$ cat src/rtl/cpu_cache_tag_fill.sv
// Write side of the cache tag store.
//
// Sweeps every tag entry to invalid after reset and on request, and on a
// cacheable read miss remembers the page number and shadow bit of the access
// so they can be written as the new tag once memory returns the line.
// FMISS tells the hit comparator to report a miss while the tag store is
// being rewritten.
//
// Handshake contract: a REQ_RD strobe is accepted only in a cycle where BUSY
// is low (IDLE) with CON_n low and CACHEABLE high; otherwise it is dropped.
// MEM_ACK and CLR_REQ are single-cycle pulses with no back-pressure; a
// CLR_REQ that arrives while a fill is in flight is remembered and served on
// the first IDLE cycle, while one that arrives during a sweep is absorbed.
//
// All outputs are decoded from registered state only. rstHeld is a
// registered copy of sysrst so that the cycles following a reset edge show
// the quiet reset values, and the first sweep write (address 0) appears in
// the cycle after reset is released.
module cpu_cache_tag_fill #(
   parameter int INDEX_W = 10,
   parameter int TAG_W   = 14
) (
   input  logic               sysclk,
   input  logic               sysrst,
   input  logic               CON_n,
   input  logic               REQ_RD,
   input  logic               CACHEABLE,
   input  logic [INDEX_W-1:0] INDEX,
   input  logic [TAG_W-1:0]   PPN_23_10,
   input  logic               LSHADOW,
   input  logic               HIT0_n,
   input  logic               HIT1_n,
   input  logic               MEM_ACK,
   input  logic               CLR_REQ,
   output logic               TAG_WE_n,
   output logic [INDEX_W-1:0] TAG_ADDR,
   output logic [TAG_W-1:0]   TAG_DATA,
   output logic               TAG_SHADOW,
   output logic               TAG_VALID,
   output logic               FMISS,
   output logic               BUSY,
   output logic [2:0]         dbgState
);

   typedef enum logic [2:0] {
      CLEAR    = 3'd0,
      IDLE     = 3'd1,
      LOOKUP   = 3'd2,
      WAIT_MEM = 3'd3,
      WRITE    = 3'd4
   } stateT;

   localparam logic [INDEX_W-1:0] LAST_INDEX = '1;

   stateT              state;
   stateT              stateNext;
   logic [INDEX_W-1:0] clrCnt;
   logic [INDEX_W-1:0] clrCntNext;
   logic               pendClr;
   logic               pendClrNext;
   logic               rstHeld;
   logic               latchEn;
   logic [INDEX_W-1:0] idxQ;
   logic [TAG_W-1:0]   ppnQ;
   logic               shadowQ;
   logic               cacheReq;
   logic               tagHit;

   // An access qualifies for a fill only when the cache is on and the
   // access is cacheable; a hit needs both halves of the compare to match.
   assign cacheReq = REQ_RD && !CON_n && CACHEABLE;
   assign tagHit   = !(HIT0_n || HIT1_n);

   // State register, sweep counter, pending-clear flag and reset shadow.
   always_ff @(posedge sysclk) begin
      if (sysrst) begin
         state   <= CLEAR;
         clrCnt  <= '0;
         pendClr <= 1'b0;
         rstHeld <= 1'b1;
      end else begin
         state   <= stateNext;
         clrCnt  <= clrCntNext;
         pendClr <= pendClrNext;
         rstHeld <= 1'b0;
      end
   end

   // Capture the missing access so later input changes cannot corrupt the tag.
   always_ff @(posedge sysclk) begin
      if (sysrst) begin
         idxQ    <= '0;
         ppnQ    <= '0;
         shadowQ <= 1'b0;
      end else if (latchEn) begin
         idxQ    <= INDEX;
         ppnQ    <= PPN_23_10;
         shadowQ <= LSHADOW;
      end
   end

   // Next-state logic: sweep, idle dispatch, lookup, memory wait, tag write.
   always_comb begin
      stateNext   = state;
      clrCntNext  = clrCnt;
      pendClrNext = pendClr;
      latchEn     = 1'b0;
      case (state)
         CLEAR: begin
            // The cycle right after a reset edge writes nothing, so the
            // counter holds until the sweep is actually emitting writes.
            if (!rstHeld) begin
               clrCntNext = clrCnt + 1'b1;
               if (clrCnt == LAST_INDEX) begin
                  stateNext = IDLE;
               end
            end
         end
         IDLE: begin
            if (CLR_REQ || pendClr) begin
               // A clear wins over a same-cycle read, which is dropped.
               stateNext   = CLEAR;
               clrCntNext  = '0;
               pendClrNext = 1'b0;
            end else if (cacheReq) begin
               latchEn   = 1'b1;
               stateNext = LOOKUP;
            end
         end
         LOOKUP: begin
            if (CLR_REQ) begin
               pendClrNext = 1'b1;
            end
            if (tagHit) begin
               stateNext = IDLE;
            end else begin
               stateNext = WAIT_MEM;
            end
         end
         WAIT_MEM: begin
            if (CLR_REQ) begin
               pendClrNext = 1'b1;
            end
            // Turning the cache off abandons the fill even if data arrives.
            if (CON_n) begin
               stateNext = IDLE;
            end else if (MEM_ACK) begin
               stateNext = WRITE;
            end
         end
         WRITE: begin
            if (CLR_REQ) begin
               pendClrNext = 1'b1;
            end
            stateNext = IDLE;
         end
         default: begin
            stateNext  = CLEAR;
            clrCntNext = '0;
         end
      endcase
   end

   // Output decode from the registered state, sweep counter and fill latch.
   always_comb begin
      TAG_WE_n   = 1'b1;
      TAG_ADDR   = '0;
      TAG_DATA   = '0;
      TAG_SHADOW = 1'b0;
      TAG_VALID  = 1'b0;
      FMISS      = 1'b0;
      BUSY       = 1'b1;
      if (rstHeld) begin
         FMISS = 1'b1;
      end else begin
         case (state)
            CLEAR: begin
               TAG_WE_n = 1'b0;
               TAG_ADDR = clrCnt;
               FMISS    = 1'b1;
            end
            IDLE: begin
               BUSY = 1'b0;
            end
            WRITE: begin
               TAG_WE_n   = 1'b0;
               TAG_ADDR   = idxQ;
               TAG_DATA   = ppnQ;
               TAG_SHADOW = shadowQ;
               TAG_VALID  = 1'b1;
               FMISS      = 1'b1;
            end
            default: begin
               BUSY = 1'b1;
            end
         endcase
      end
   end

   assign dbgState = state;

endmodule
$ cat config.mk
export PLATFORM = sky130hd
export DESIGN_NAME = cpu_cache_tag_fill
export DESIGN_NICKNAME = d
export VERILOG_FILES = /design/src/rtl/cpu_cache_tag_fill.sv
export SDC_FILE = /design/constraint.sdc
export NUM_CORES = 1
export LEC_CHECK = 0
export CORE_AREA = 2 2 95 97
export DETAILED_ROUTE_END_ITERATION = 8
export DIE_AREA = 0 0 97 99
export GPL_ROUTABILITY_DRIVEN = 0
export PLACE_DENSITY_LB_ADDON = 0.1
export SYNTH_ARGS = -nofsm -noshare
export SYNTH_HDL_FRONTEND = slang
export SYNTH_SLANG_ARGS = --single-unit
$ cat constraint.sdc
create_clock -name sysclk -period 3 [get_ports sysclk]
set_clock_uncertainty 0.1 [all_clocks]
set_input_delay 0.6 -clock sysclk [delete_from_list [all_inputs] [get_ports sysclk]]
set_output_delay 0.6 -clock sysclk [all_outputs]
set_load 0.005 [all_outputs]
# == Word level (Yosys, flattened, before mapping) ==
# Index checks and enable logic that the tools add are counted.
# word_totals
register_bits,40
in_bits,34
output_inout_bits,32
elab_cells,64
# op_classes
add_sub_neg,1
n_eq_ne,11
mux,32
bitwise_logic,1
reduce_logical,12
# ops
cell,count
2-to-1 mux 10 bit,3
one-hot mux 10 bit (3 select lines),1
2-to-1 mux 14 bit,2
one-hot mux 10 bit (2 select lines),1
2-to-1 mux 3 bit,6
2-to-1 mux 1 bit,16
one-hot mux 3 bit (5 select lines),1
"adder 10 x 1 -> 10 bit, second input constant",1
"equality test 10 bit, second input constant",1
"equality test 3 x 2 -> 1 bit, second input constant",2
"!= test 2 bit, second input constant",3
"!= test 3 bit, second input constant",2
AND reduction 3 bit,2
AND reduction 4 bit,1
"equality test 3 x 1 -> 1 bit, second input constant",1
"equality test 3 bit, second input constant",1
zero test 3 bit,1
OR reduction 3 bit,1
logical AND 1 bit,2
logical OR 1 bit,2
2-to-1 mux 2 bit,1
"!= test 2 x 1 -> 1 bit, second input constant",1
one-hot mux 1 bit (2 select lines),1
nonzero test 2 bit,1
3 further kinds,3

# == Depth between registers and ports, before layout ==
# logic_depth
word_depth,6
depth_mapped,6
ltp_nobuf,5

# == Least setup slack after synthesis ==
# Ideal clock, no wire load.
# synth_path
kind,flip-flop to output port
startpoint,"register state[0], in the netlist dbgState[0]"
endpoint,output TAG_ADDR[1]
t_arrival_ns,1.270
required_time_ns,2.300
setup_slack_ns,1.030
stages_incl_launch_ff,6
n_path_buf,2
path_cell_list,dfxtp_1 buf_2 nor3_2 inv_1 clkbuf_1 nor2_1
# synth_between
elab_chain_cells,3
elab_cells_between_ends,4
cone_classes,eq/ne (1); mux (2); reduce/logical (1)
# synth_rtl
element,line,source
from (decl),55,stateT state;
from (signal assigned),82,state <= stateNext;
equality test 3 bit or zero test 3 bit (tied branches),176,case (state)
one-hot mux 10 bit (2 select lines) (*),176,
2-to-1 mux 10 bit (*),173,if (rstHeld) begin
to (decl),36,"output logic [INDEX_W-1:0] TAG_ADDR,"
# Every way passes the cells marked *; elsewhere a longest branch is shown, timed or not.

# == Worst setup path in the final report ==
# Same ends and word-level chain as after synthesis.

==> results.sh <==
export IMPL_antenna_found_initial=0
export IMPL_crit_fanout=13
export IMPL_critPathRequiredTime_ns=2.30
export IMPL_area_growth_syn_to_layout_pct=43.28
export IMPL_clockRootBuffer="clkbuf_8"
export IMPL_synth_flop_cell="dfxtp_1"
export IMPL_crit_path_start="dbgState[0]"
export IMPL_slowest_delay_ns=0.54
export IMPL_cts_tree="done"
export IMPL_setup_violations=0
export IMPL_powerDensity_nw_per_um2=359.2
export IMPL_drc=0
export IMPL_vias=2099
export IMPL_rsz0062_at_grt="false"
export IMPL_nNetsFinal=366
export IMPL_path_class="register to primary output"
export IMPL_drive_above_1_share=0.07831
export IMPL_crit_slowest_cell="clkdlybuf4s50_1"
export IMPL_seq_area_frac_synth=0.3858
export IMPL_endpoint="TAG_ADDR[1]"
export IMPL_ctsHtreeMaxLevel=2
export IMPL_postCtsSetupBuffers=0
export IMPL_fin_setup_tns_ns=0
export IMPL_ys_ff_latch=40
export IMPL_io_buffers=65
export IMPL_synth_cell_types=40
export IMPL_hpwl_mm=4.485
export IMPL_fin_crit_sh=0.8739
export IMPL_fp_dieW_um=97
export IMPL_grt_pass1_vias=2102
export IMPL_viasPerCell=4.770
export IMPL_avgRoutedWirePerCell_um=14.55
export IMPL_grt_pass1_wl_mm=10.46
export IMPL_max_freq_mhz=381.4
export IMPL_relSlewSlack=0.6687
export IMPL_p_leak_uw=0.001041
export IMPL_whs_ns=0.3528
export IMPL_regToRegEndpoint="clrCnt[4]"
export IMPL_path_clk_slew_ns=0.08
export IMPL_highest_layer="met4"
export IMPL_synthCells=266
export IMPL_ir_drop_mv=0.1599
export IMPL_post_cts_resized=0
export IMPL_grt_start_max_net_pins=27
export IMPL_avgSynthCellArea_um2=7.804
export IMPL_yosysWarnings=0
export IMPL_wl_met2_mm=2.961
export IMPL_synth_area_um2=2076
export IMPL_final_common_cell="clkdlybuf4s50_1"
export IMPL_route_met3_wl_um=396
export IMPL_cp_start_kind="register"
export IMPL_crit_path_end_kind="primary output"
export IMPL_antenna_cells=0
export IMPL_synth_nets=301
export IMPL_cts_sinks=40
export IMPL_core_area_um2=8551
export IMPL_r2r_setup_slack_ns=0.88
export IMPL_outcome="completed"
export IMPL_drv_slew=0
export IMPL_reg2reg_depth=6
export IMPL_arrival_ns=1.92
export IMPL_worst_pin_slew_ns=0.4953
export IMPL_grt_total_usage=0.1350
export IMPL_routed_wl_mm=6.403
export IMPL_io_pins=66
export IMPL_start_util=0.2428
export IMPL_num_rows=34
export IMPL_crit_chain="nor3_2, inv_1, nor2_1, clkdlybuf4s50_1"
export IMPL_clockBufferDepth=2
export IMPL_cts_hold_buf=0
export IMPL_drtIter0Drc=61
export IMPL_timing_rr_start="dbgState[2]"
export IMPL_synth_edf_count=0
export IMPL_hold_path_class="register to register"
export IMPL_fp_dieH_um=99
export IMPL_fin_crit_ns=2.622
export IMPL_hold_viol=0
export IMPL_async_reset_ff_frac=0
export IMPL_firstDrtPassIters=5
export IMPL_drv_cap=0
export IMPL_cts_made_buffers=5
export IMPL_wl_met1_mm=2.995
export IMPL_die_area_um2=9603
export IMPL_gr_total_overflow=0
export IMPL_clk_latency_ns=0.29
export IMPL_final_cell_mix="65 x clkdlybuf4s50_1, 56 x nand2_1, 40 x dfxtp_1, 34 x a21oi_1, 18 x and3_1"
export IMPL_postRouteAntennaNets=0
-- logic make-up after synthesis --
family | synth area share
simple gates | 0.3297
mux | 0.07293
fa+ha+maj | 0.006027
buf+inv | 0.05726
flops | 0.3858
compound gates | 0.1483
-- critical path, delay by kind of cell, from the launching register on --
| kind | cells | cell delay, ns |
|---|---|---|
| buffers and inverters | 2 | 0.80 |
| and+or+nand+nor | 2 | 0.44 |
| DFF | 1 | 0.40 |
-- routing by layer --
layer / GRT usage / vias to the layer above
li1: - / 1063
met1: 0.1727 / 974
met2: 0.2265 / 58
met3: 0.03972 / 4
met4: 0.02925 / 0
met5: 0 / -
-- registers in the layout, indices dropped and copies added, names as in the netlist --
signal    cells
dbgState      3
idxQ         10
ppnQ         14
rstHeld       1
pendClr       1
clrCnt       10
shadowQ       1
-- power breakdown --
| group | switching (µW) | internal, µW |
|---|---|---|
| clock | 193 | 247 |
| combinational | 35.6 | 54.6 |
| sequential | 4.48 | 533 |
-- synth_stat cells (2+ instances only) --
cell	n	share of area
a21oi_1	34	0.082
a221o_1	2	0.0096
and3_1	18	0.054
and3b_1	2	0.0084
buf_2	5	0.012
buf_4	3	0.011
clkbuf_1	12	0.022
dfxtp_1	40	0.39
inv_1	7	0.013
mux2i_1	14	0.068
nand2_1	56	0.10
nand2b_1	4	0.012
nand3_1	4	0.0096
nand3b_1	5	0.018
nand4_1	2	0.0060
nor2_1	16	0.029
nor3_1	2	0.0048
nor3_2	2	0.0096
nor4_1	5	0.015
o2111ai_1	2	0.0084
o21ai_0	3	0.0072
o31ai_1	2	0.0072
o41ai_1	2	0.0084
or3_1	4	0.012
or3b_1	4	0.017
or4_1	2	0.0072
-- metrics by stage --
| stage | setup slack [ns] | util | total power (µW) | std cells | cell area [µm²] |
|---|---|---|---|---|---|
| after global routing | 0.2054 | 0.3478 | 1114 | 440 | 2974 |
| after detailed placement | 0.6089 | 0.3352 | 641.2 | 432 | 2867 |
| after global placement | 0.6040 | 0.3352 | 641.4 | 432 | 2867 |
| after CTS | 0.3220 | 0.3478 | 1086 | 440 | 2974 |
| final | 0.3783 | 0.3478 | 1068 | 440 | 2974 |
| after floorplan | 1.030 | - | 577.4 | 266 | 2076 |
-- how the worst min path moves through the flow --
stage          cells past startpoint       end     start  slack (ns)
3_3_place_gp                       2   ppnQ[9]   ppnQ[9]        0.34
6_report                           2  ppnQ[12]  ppnQ[12]        0.35
2_1_floorplan                      2  ppnQ[13]  ppnQ[13]        0.33
4_1_cts                            2  ppnQ[10]  ppnQ[10]        0.36
5_1_grt                            2   idxQ[0]   idxQ[0]        0.37
3_5_place_dp                       2  ppnQ[10]  ppnQ[10]        0.34
-- layout make-up --
class	count	area, µm²
fillers	940	5577
multi-input cells	199	1156
flip-flops and latches	40	800.8
repair buffers	78	748.2
well taps	108	135.1
clock buffers	6	72.57
clock inverters	2	35.03
inverters	7	26.28
Note: power is estimated with default switching activity, not from simulation.
